**config.mk**
```make
export PLATFORM = sky130hd
export DESIGN_NAME = two_port_bus_arbiter
export DESIGN_NICKNAME = d
export VERILOG_FILES = /design/src/rtl/two_port_bus_arbiter_pkg.sv /design/src/rtl/two_port_bus_arbiter_mux.sv /design/src/rtl/two_port_bus_arbiter.sv
export SDC_FILE = /design/constraint.sdc
export NUM_CORES = 1
export LEC_CHECK = 0
export CORE_MARGIN = 3
export CORE_UTILIZATION = 37
export CTS_CLUSTER_SIZE = 30
export DETAILED_ROUTE_END_ITERATION = 10
export GPL_TIMING_DRIVEN = 1
export PLACE_DENSITY = 0.9
export SKIP_LAST_GASP = 1
export SLEW_MARGIN = 10
export SYNTH_ARGS = -nofsm -noshare
export SYNTH_HDL_FRONTEND = slang
export SYNTH_SLANG_ARGS = --single-unit
```
**constraint.sdc**
```tcl
create_clock -name in_clk -period 2.25 [get_ports in_clk]
set_clock_uncertainty 0.05 [all_clocks]
set_input_delay 0.45 -clock in_clk [delete_from_list [all_inputs] [get_ports in_clk]]
set_output_delay 0.45 -clock in_clk [all_outputs]
set_load 0.05 [all_outputs]
```
**src/rtl/two_port_bus_arbiter_pkg.sv**
```systemverilog
// Shared types for the two-port result bus arbiter.
// State encoding, mux select encodings and default data width.
package two_port_bus_arbiter_pkg;

    localparam int DEF_WIDTH = 16;

    typedef enum logic [1:0] {
        IDLE,
        OWN_ONE,
        OWN_TWO
    } state_t;

    localparam logic SEL_ONE = 1'b0;
    localparam logic SEL_TWO = 1'b1;

endpackage

```
**src/rtl/two_port_bus_arbiter_mux.sv**
```systemverilog
// 2:1 datapath mux driving the shared result bus.
// Select 0 passes requester one, select 1 passes requester two.
module sixteenMuxTwoToOne
    import two_port_bus_arbiter_pkg::*;
#(
    parameter int WIDTH = DEF_WIDTH
) (
    input  logic [WIDTH-1:0] in_one,
    input  logic [WIDTH-1:0] in_two,
    input  logic             in_select,
    output logic [WIDTH-1:0] ou_result
);

    assign ou_result = (in_select == SEL_TWO) ? in_two : in_one;

endmodule

```
**src/rtl/two_port_bus_arbiter.sv**
```systemverilog
// Round-robin per-burst arbiter for the shared 16-bit result bus.
// Owns the mux select and cuts bursts at MAX_BURST beats.
module two_port_bus_arbiter
    import two_port_bus_arbiter_pkg::*;
#(
    parameter int WIDTH     = DEF_WIDTH,
    parameter int MAX_BURST = 8
) (
    input  logic             in_clk,
    input  logic             in_reset_n,
    input  logic             in_one_valid,
    input  logic [WIDTH-1:0] in_one_data,
    input  logic             in_one_last,
    output logic             ou_one_ready,
    input  logic             in_two_valid,
    input  logic [WIDTH-1:0] in_two_data,
    input  logic             in_two_last,
    output logic             ou_two_ready,
    output logic             ou_valid,
    output logic [WIDTH-1:0] ou_result,
    input  logic             in_ready,
    output logic             ou_select,
    output logic             ou_busy,
    output logic             ou_preempt
);

    localparam logic [7:0] MAX_CNT = 8'(MAX_BURST);

    state_t     state;
    logic       rr_last;
    logic [7:0] beat_cnt;
    logic [7:0] cnt_next;
    logic       owner_valid;
    logic       owner_last;
    logic       xfer;
    logic       at_max;
    logic       release_now;
    logic       cut;
    logic       grant_any;
    logic       grant_sel;

    always_comb begin
        owner_valid = 1'b0;
        owner_last  = 1'b0;
        unique case (1'b1)
            (state == OWN_ONE): begin
                owner_valid = in_one_valid;
                owner_last  = in_one_last;
            end
            (state == OWN_TWO): begin
                owner_valid = in_two_valid;
                owner_last  = in_two_last;
            end
            default: ;
        endcase
    end

    assign cnt_next    = beat_cnt + 8'd1;
    assign xfer        = owner_valid & in_ready;
    assign at_max      = (cnt_next == MAX_CNT);
    assign release_now = xfer & (owner_last | at_max);
    assign cut         = xfer & at_max & ~owner_last;

    // Contention goes to whoever did not own the bus last.
    assign grant_any = in_one_valid | in_two_valid;
    assign grant_sel = (in_one_valid & in_two_valid) ? ~rr_last
                     : (in_two_valid ? SEL_TWO : SEL_ONE);

    assign ou_valid     = owner_valid;
    assign ou_one_ready = (state == OWN_ONE) & in_ready;
    assign ou_two_ready = (state == OWN_TWO) & in_ready;
    assign ou_busy      = (state != IDLE);

    always_ff @(posedge in_clk or negedge in_reset_n) begin
        if (!in_reset_n) begin
            state      <= IDLE;
            rr_last    <= SEL_TWO;
            beat_cnt   <= 8'd0;
            ou_select  <= SEL_ONE;
            ou_preempt <= 1'b0;
        end else begin
            ou_preempt <= cut;
            if ((state == IDLE) || release_now) begin
                beat_cnt <= 8'd0;
                if (grant_any) begin
                    state     <= (grant_sel == SEL_TWO) ? OWN_TWO : OWN_ONE;
                    rr_last   <= grant_sel;
                    ou_select <= grant_sel;
                end else begin
                    state <= IDLE;
                end
            end else if (xfer) begin
                beat_cnt <= cnt_next;
            end
        end
    end

    sixteenMuxTwoToOne #(
        .WIDTH(WIDTH)
    ) u_mux (
        .in_one    (in_one_data),
        .in_two    (in_two_data),
        .in_select (ou_select),
        .ou_result (ou_result)
    );

endmodule

```
# After elaboration in Yosys (flattened, before gate mapping)
# Cells that the tools add are included.
# op_classes
n_mux,9
bitwise,11
reduce_logical,5
n_addsub,1
n_eq_ne,3
# ops
operator,count
$mux 16,1
$mux 8,2
$add 8x1->8 const B,1
$eq 8x4->1 const B,1
$and 1x1->1,7
$mux 2,2
$pmux 1 s2,2
$reduce_bool 2->1,2
$eq 2x1->1 const B,1
$eq 2x2->1 const B,1
$logic_not 2->1,1
$mux 1,2
$not 1->1,2
$or 1x1->1,2
$reduce_and 2->1,1
$logic_or 1x1->1,1
# totals
inputBits,39
reg_bits,13
elab_cells,34
out_inout_bits,22

# Depth between registers and ports, before layout
# logic_depth
word_depth,6
mapped_depth,7
depth_no_buf,7

# Cells and area by module
# A second synthesis with hierarchy kept.
# unflattened
cells_unflattened,97
hier_area_um2,1024.7
# by_module_without_submodules
module,cells_per_inst,area_per_inst_um2,n_inst,seq_area_each_um2
two_port_bus_arbiter,79,775.7,1,326.6
sixteenMuxTwoToOne,18,249.0,1,0.0

# Worst setup path before layout
# Ideal clock, no wire load.
# synth_timing
kind,register to output
start,register ou_select
end,output ou_result[10]
t_arrival_ns,1.664
n_path_buf,2
t_required_ns,1.750
setup_slack_ns,0.086
stages_incl_launch_ff,4
cell_sequence,dfrtp_1 > clkbuf_1 > buf_2 > mux2_2
# synth_between
elab_chain_cells,1
# synth_lines
element,line_no,source
"start, declared",two_port_bus_arbiter.sv:22,"output logic ou_select,"
"start signal, assigned",two_port_bus_arbiter.sv:88,ou_select <= grant_sel;
$mux 16,two_port_bus_arbiter_mux.sv:14,assign ou_result = (in_select == SEL_TWO) ? in_two : in_one;
"end, declared",two_port_bus_arbiter.sv:20,"output logic [WIDTH-1:0] ou_result,"
# No other way between the ends.

# Worst setup path in the final report
# layout_timing
start,register state[1]
end,output ou_valid
# layout_between
elab_chain_cells,2
elab_cells_between_ends,3
cone_classes,eq/ne (2); mux (1)
# layout_lines
element,line_no,source
"start, declared",two_port_bus_arbiter.sv:29,state_t state;
"start signal, assigned",two_port_bus_arbiter.sv:86,state <= (grant_sel == SEL_TWO) ? OWN_TWO : OWN_ONE;
$eq 2x2->1 / $eq 2x1->1 (equally long branches),"two_port_bus_arbiter.sv:50, two_port_bus_arbiter.sv:46",
$pmux 1 s2 *,two_port_bus_arbiter.sv:45,unique case (1'b1)
"end, declared",two_port_bus_arbiter.sv:19,"output logic ou_valid,"
# Every way passes the cells marked *; elsewhere a longest branch is shown, timed or not.

==> impl_results.html <==
<table>
<tr><th>Metric</th><th>Value</th></tr>
<tr><th colspan="2">Place</th></tr>
<tr><td>Routability Congestion</td><td>0.877</td></tr>
<tr><td>Number of input and output port buffers inserted</td><td>60</td></tr>
<tr><td>Final HPWL from detailed placement</td><td>2.67 mm</td></tr>
<tr><th colspan="2">Power and ir drop</th></tr>
<tr><td>IR Drop Worst-Case VDD</td><td>1.08 mV</td></tr>
<tr><td>Total power divided by cell area</td><td>1140 nW/um2</td></tr>
<tr><td>Switch Pwr</td><td>0.998 mW</td></tr>
<tr><td>Clock power share</td><td>0.069</td></tr>
<tr><td>Total power draw</td><td>2.11 mW</td></tr>
<tr><td>P_leak</td><td>0.756 nW</td></tr>
<tr><td>Portion of total power attributed to combinational logic</td><td>0.779</td></tr>
<tr><td>Internal cell power</td><td>1.11 mW</td></tr>
<tr><td>Flop pwr share</td><td>0.152</td></tr>
<tr><td>Share of total power consumed by net switching</td><td>0.474</td></tr>
<tr><th colspan="2">GRT</th></tr>
<tr><td>Via count of the first global-routing pass</td><td>1144</td></tr>
<tr><td>Global-route congestion overflow total</td><td>0</td></tr>
<tr><td>First-pass GRT wire length</td><td>5.19 mm</td></tr>
<tr><td>Maximum number of pins on one net before global-route repair</td><td>19</td></tr>
<tr><td>Number of antenna violations at the first check in global routing</td><td>0</td></tr>
<tr><td>Total track usage</td><td>0.204</td></tr>
<tr><th colspan="2">Worst setup path</th></tr>
<tr><td>Crit path arrival time</td><td>1.49 ns</td></tr>
<tr><td>Reg-to-Reg Start</td><td>state[0]</td></tr>
<tr><td>Worst Setup Start Kind</td><td>flip-flop</td></tr>
<tr><td>Setup slack of the most critical reg-to-reg path</td><td>0.38 ns</td></tr>
<tr><td>Largest incremental delay on the critical path</td><td>0.39 ns</td></tr>
<tr><td>Critical path's slowest cell</td><td>sky130_fd_sc_hd__dfrtp_1</td></tr>
<tr><td>FF-to-FF path depth</td><td>7</td></tr>
<tr><td>Cell chain of the critical path</td><td>inv_1 -&gt; ha_1 -&gt; a22oi_2 -&gt; nor2b_1 -&gt; buf_12</td></tr>
<tr><td>Crit Path Class</td><td>reg2out</td></tr>
<tr><td>Data required time at the worst endpoint</td><td>1.75 ns</td></tr>
<tr><td>CP Capture Type</td><td>output port</td></tr>
<tr><td>Peak fanout along the critical path</td><td>4</td></tr>
<tr><td>Buffers and inverters on the worst path</td><td>2</td></tr>
<tr><td>Critical path's top delay family</td><td>flip-flops</td></tr>
<tr><td>RR Endpoint</td><td>state[1]</td></tr>
<tr><th colspan="2">Timing</th></tr>
<tr><td>Transition time at the pin with the least slew margin</td><td>0.570 ns</td></tr>
<tr><td>Setup Viol. Count Final</td><td>0</td></tr>
<tr><td>Max Clk Rate</td><td>502 MHz</td></tr>
<tr><td>Worst slew slack as a fraction of its limit</td><td>0.619</td></tr>
<tr><td>Share of the clock period used by the worst path after layout</td><td>0.885</td></tr>
<tr><td>Final Slew Violations</td><td>0</td></tr>
<tr><td>Fin Setup TNS</td><td>0 ns</td></tr>
<tr><td>Post-layout minimum cycle time</td><td>1.99 ns</td></tr>
<tr><td>Final number of hold-violating endpoints</td><td>0</td></tr>
<tr><td>Unrepaired setup endpoints after global routing</td><td>no</td></tr>
<tr><th colspan="2">Layout</th></tr>
<tr><td>End-of-flow core utilization</td><td>0.733</td></tr>
<tr><td>Diode insertion count for antenna repair</td><td>0</td></tr>
<tr><td>Growth of design area from synthesis to finish</td><td>86.1%</td></tr>
<tr><td>Layout filler cell count</td><td>165</td></tr>
<tr><td>Ratio of cells with drive above 1 in the final layout</td><td>0.337</td></tr>
<tr><td>Net total in the final layout</td><td>207</td></tr>
<tr><th colspan="2">Clock network</th></tr>
<tr><td>Post-CTS setup-driven buffer insertion count</td><td>0</td></tr>
<tr><td>Post-CTS resize count</td><td>0</td></tr>
<tr><td>CTS tree</td><td>done</td></tr>
<tr><td>Clock sink count</td><td>13</td></tr>
<tr><td>Clock-pin slew of the registers on the worst-case setup and hold paths</td><td>0.08 ns</td></tr>
<tr><td>Worst skew pair latency</td><td>0.28 ns</td></tr>
<tr><td>Number of CTS-inserted buffers</td><td>3</td></tr>
<tr><td>Cts hold-fix bufs</td><td>0</td></tr>
<tr><td>Maximum buffer depth of the clock tree</td><td>2</td></tr>
<tr><td>Clk Tree Root Cell</td><td>sky130_fd_sc_hd__clkbuf_4</td></tr>
<tr><td>H-tree level count</td><td>1</td></tr>
<tr><th colspan="2">Logic synthesis</th></tr>
<tr><td>Count of mapped cells out of synthesis</td><td>99</td></tr>
<tr><td>Synth Cell Area</td><td>993 um2</td></tr>
<tr><td>Dominant synthesized flop cell</td><td>sky130_fd_sc_hd__dfrtp_1</td></tr>
<tr><td>Total nets after synthesis</td><td>142</td></tr>
<tr><td>Top-count cell post-synth</td><td>sky130_fd_sc_hd__mux2_2</td></tr>
<tr><td>Average instance area after synthesis</td><td>10.0 um2</td></tr>
<tr><td>Count of yosys warnings during synthesis</td><td>0</td></tr>
<tr><td>Sequential element share of the synthesized area</td><td>0.329</td></tr>
<tr><td>Register bit total from synthesis</td><td>13</td></tr>
<tr><td>Fraction of synthesis flops using an asynchronous set or reset pin</td><td>1.00</td></tr>
<tr><td>Area share of the leading cell type in the synthesized netlist</td><td>0.302</td></tr>
<tr><td>Most frequent cells after synthesis</td><td>sky130_fd_sc_hd__mux2_2 (16), sky130_fd_sc_hd__dfrtp_1 (12), sky130_fd_sc_hd__nand2_1 (12)</td></tr>
<tr><td>Distinct cell type count after synthesis</td><td>35</td></tr>
<tr><td>Post-synth top area cell</td><td>sky130_fd_sc_hd__dfrtp_1</td></tr>
<tr><td>Main area contributors after synthesis</td><td>sky130_fd_sc_hd__dfrtp_1 (30%), sky130_fd_sc_hd__mux2_2 (18%), sky130_fd_sc_hd__ha_1 (5.0%)</td></tr>
<tr><td>EDFF count, synth</td><td>0</td></tr>
<tr><th colspan="2">Detailed routing</th></tr>
<tr><td>Total via count after detailed routing</td><td>1033</td></tr>
<tr><td>Post-DR wirelength/cell</td><td>15.7 um</td></tr>
<tr><td>DR pass1 iterations</td><td>4</td></tr>
<tr><td>Post-route DRC violation count</td><td>0</td></tr>
<tr><td>Number of nets with antenna violations after routing</td><td>0</td></tr>
<tr><td>First DRT Iteration DRCs</td><td>37</td></tr>
<tr><td>Total Wirelength</td><td>3.04 mm</td></tr>
<tr><td>Avg Vias per Cell</td><td>5.35</td></tr>
<tr><th colspan="2">Floorplanning</th></tr>
<tr><td>Die boundary height</td><td>57.8 um</td></tr>
<tr><td>Standard-cell rows</td><td>18</td></tr>
<tr><td>Effective utilization at floorplan</td><td>0.394</td></tr>
<tr><td>Core footprint</td><td>2520 um2</td></tr>
<tr><td>Die extent in x</td><td>57.8 um</td></tr>
<tr><td>Die Outline Area</td><td>3340 um2</td></tr>
<tr><td>Boundary pin count</td><td>61</td></tr>
<tr><th colspan="2">Run</th></tr>
<tr><td>Max_cap viols</td><td>0</td></tr>
<tr><th colspan="2">Worst hold path</th></tr>
<tr><td>Hold crit path type</td><td>in2async</td></tr>
<tr><th colspan="2">Run status</th></tr>
<tr><td>Result of the run</td><td>finished clean</td></tr>
</table>
layout make-up:
cell class	count	area (um2)	area share
Timing Repair Buffer	62	801	0.433
Multi-Input combinational cell	79	639	0.346
Sequential cell	13	327	0.177
Tap cell	30	37.5	0.0203
Clock buffer	4	26.3	0.0142
Inverter	5	18.8	0.0101
power by group through the flow:
stage / Clock [mW] / Sequential [mW] / Combinational, mW
after global placement: 0 / 0.318 / 1.61
after floorplan: 0 / 0.346 / 0.907
after detailed placement: 0 / 0.324 / 1.65
after global routing: 0.158 / 0.323 / 1.72
final: 0.146 / 0.319 / 1.64
after CTS: 0.147 / 0.320 / 1.65
layer usage:
layer / vias to the layer above / GRT usage / routed length [um]
li1: 488 / - / -
met1: 482 / 0.209 / 1080
met2: 56 / 0.352 / 1500
met3: 7 / 0.109 / 398
met4: 0 / 0.0695 / 54
met5: - / 0 / 0
state kept, by name, indices dropped and copies added (netlist names):
name	cells
ou_preempt	1
state	2
rr_last	1
beat_cnt	8
ou_select	1
cell families after synthesis:
family                   synth area share
flip-flops                          0.329
adder cells (fa/ha/maj)            0.0504
buffers and inverters              0.0277
multiplexers                        0.214
XOR/XNOR                           0.0176
AO/OA/AOI/OAI                       0.164
AND/OR/NAND/NOR                     0.198
layout by cell type, fill, tap and decap left out, types with 2 or more instances in the layout:
| master | netlist | routed |
|---|---|---|
| sky130_fd_sc_hd__a211oi_2 | 2 | 2 |
| sky130_fd_sc_hd__a21oi_1 | 2 | 2 |
| sky130_fd_sc_hd__a22oi_1 | 2 | 2 |
| sky130_fd_sc_hd__and2_1 | 3 | 3 |
| sky130_fd_sc_hd__buf_12 | 0 | 19 |
| sky130_fd_sc_hd__buf_4 | 0 | 4 |
| sky130_fd_sc_hd__clkbuf_4 | 0 | 3 |
| sky130_fd_sc_hd__clkdlybuf4s50_1 | 0 | 39 |
| sky130_fd_sc_hd__dfrtp_1 | 12 | 12 |
| sky130_fd_sc_hd__ha_1 | 4 | 4 |
| sky130_fd_sc_hd__inv_1 | 5 | 5 |
| sky130_fd_sc_hd__mux2_2 | 16 | 16 |
| sky130_fd_sc_hd__nand2_1 | 12 | 12 |
| sky130_fd_sc_hd__nand2_2 | 2 | 2 |
| sky130_fd_sc_hd__nand3_1 | 4 | 4 |
| sky130_fd_sc_hd__nor2_1 | 2 | 2 |
| sky130_fd_sc_hd__nor2_2 | 2 | 2 |
| sky130_fd_sc_hd__o21ai_0 | 7 | 7 |
| sky130_fd_sc_hd__o22a_1 | 2 | 2 |
| sky130_fd_sc_hd__or2_4 | 2 | 2 |
| sky130_fd_sc_hd__xor2_1 | 2 | 2 |
per-stage QoR:
stage          worst slack (ns)  hold slack (ns)  area, um2  instances
2_1_floorplan            0.0859            0.104        993         99
3_3_place_gp              0.194            0.492       1820        189
3_5_place_dp              0.114            0.496       1820        189
4_1_cts                   0.254            0.497       1850        193
5_1_grt                   0.163            0.536       1850        193
6_report                  0.259            0.482       1850        193
worst max-delay path by stage:
stage	start	endpoint	cells past startpoint
finish	state[1]	ou_valid	5
global route	state[1]	ou_valid	5
CTS	state[1]	ou_valid	5
detailed placement	in_one_valid	ou_select	6
global placement	in_one_valid	ou_select	6
floorplan	ou_select	ou_result[10]	3
Power figures use the tool's default switching activity.
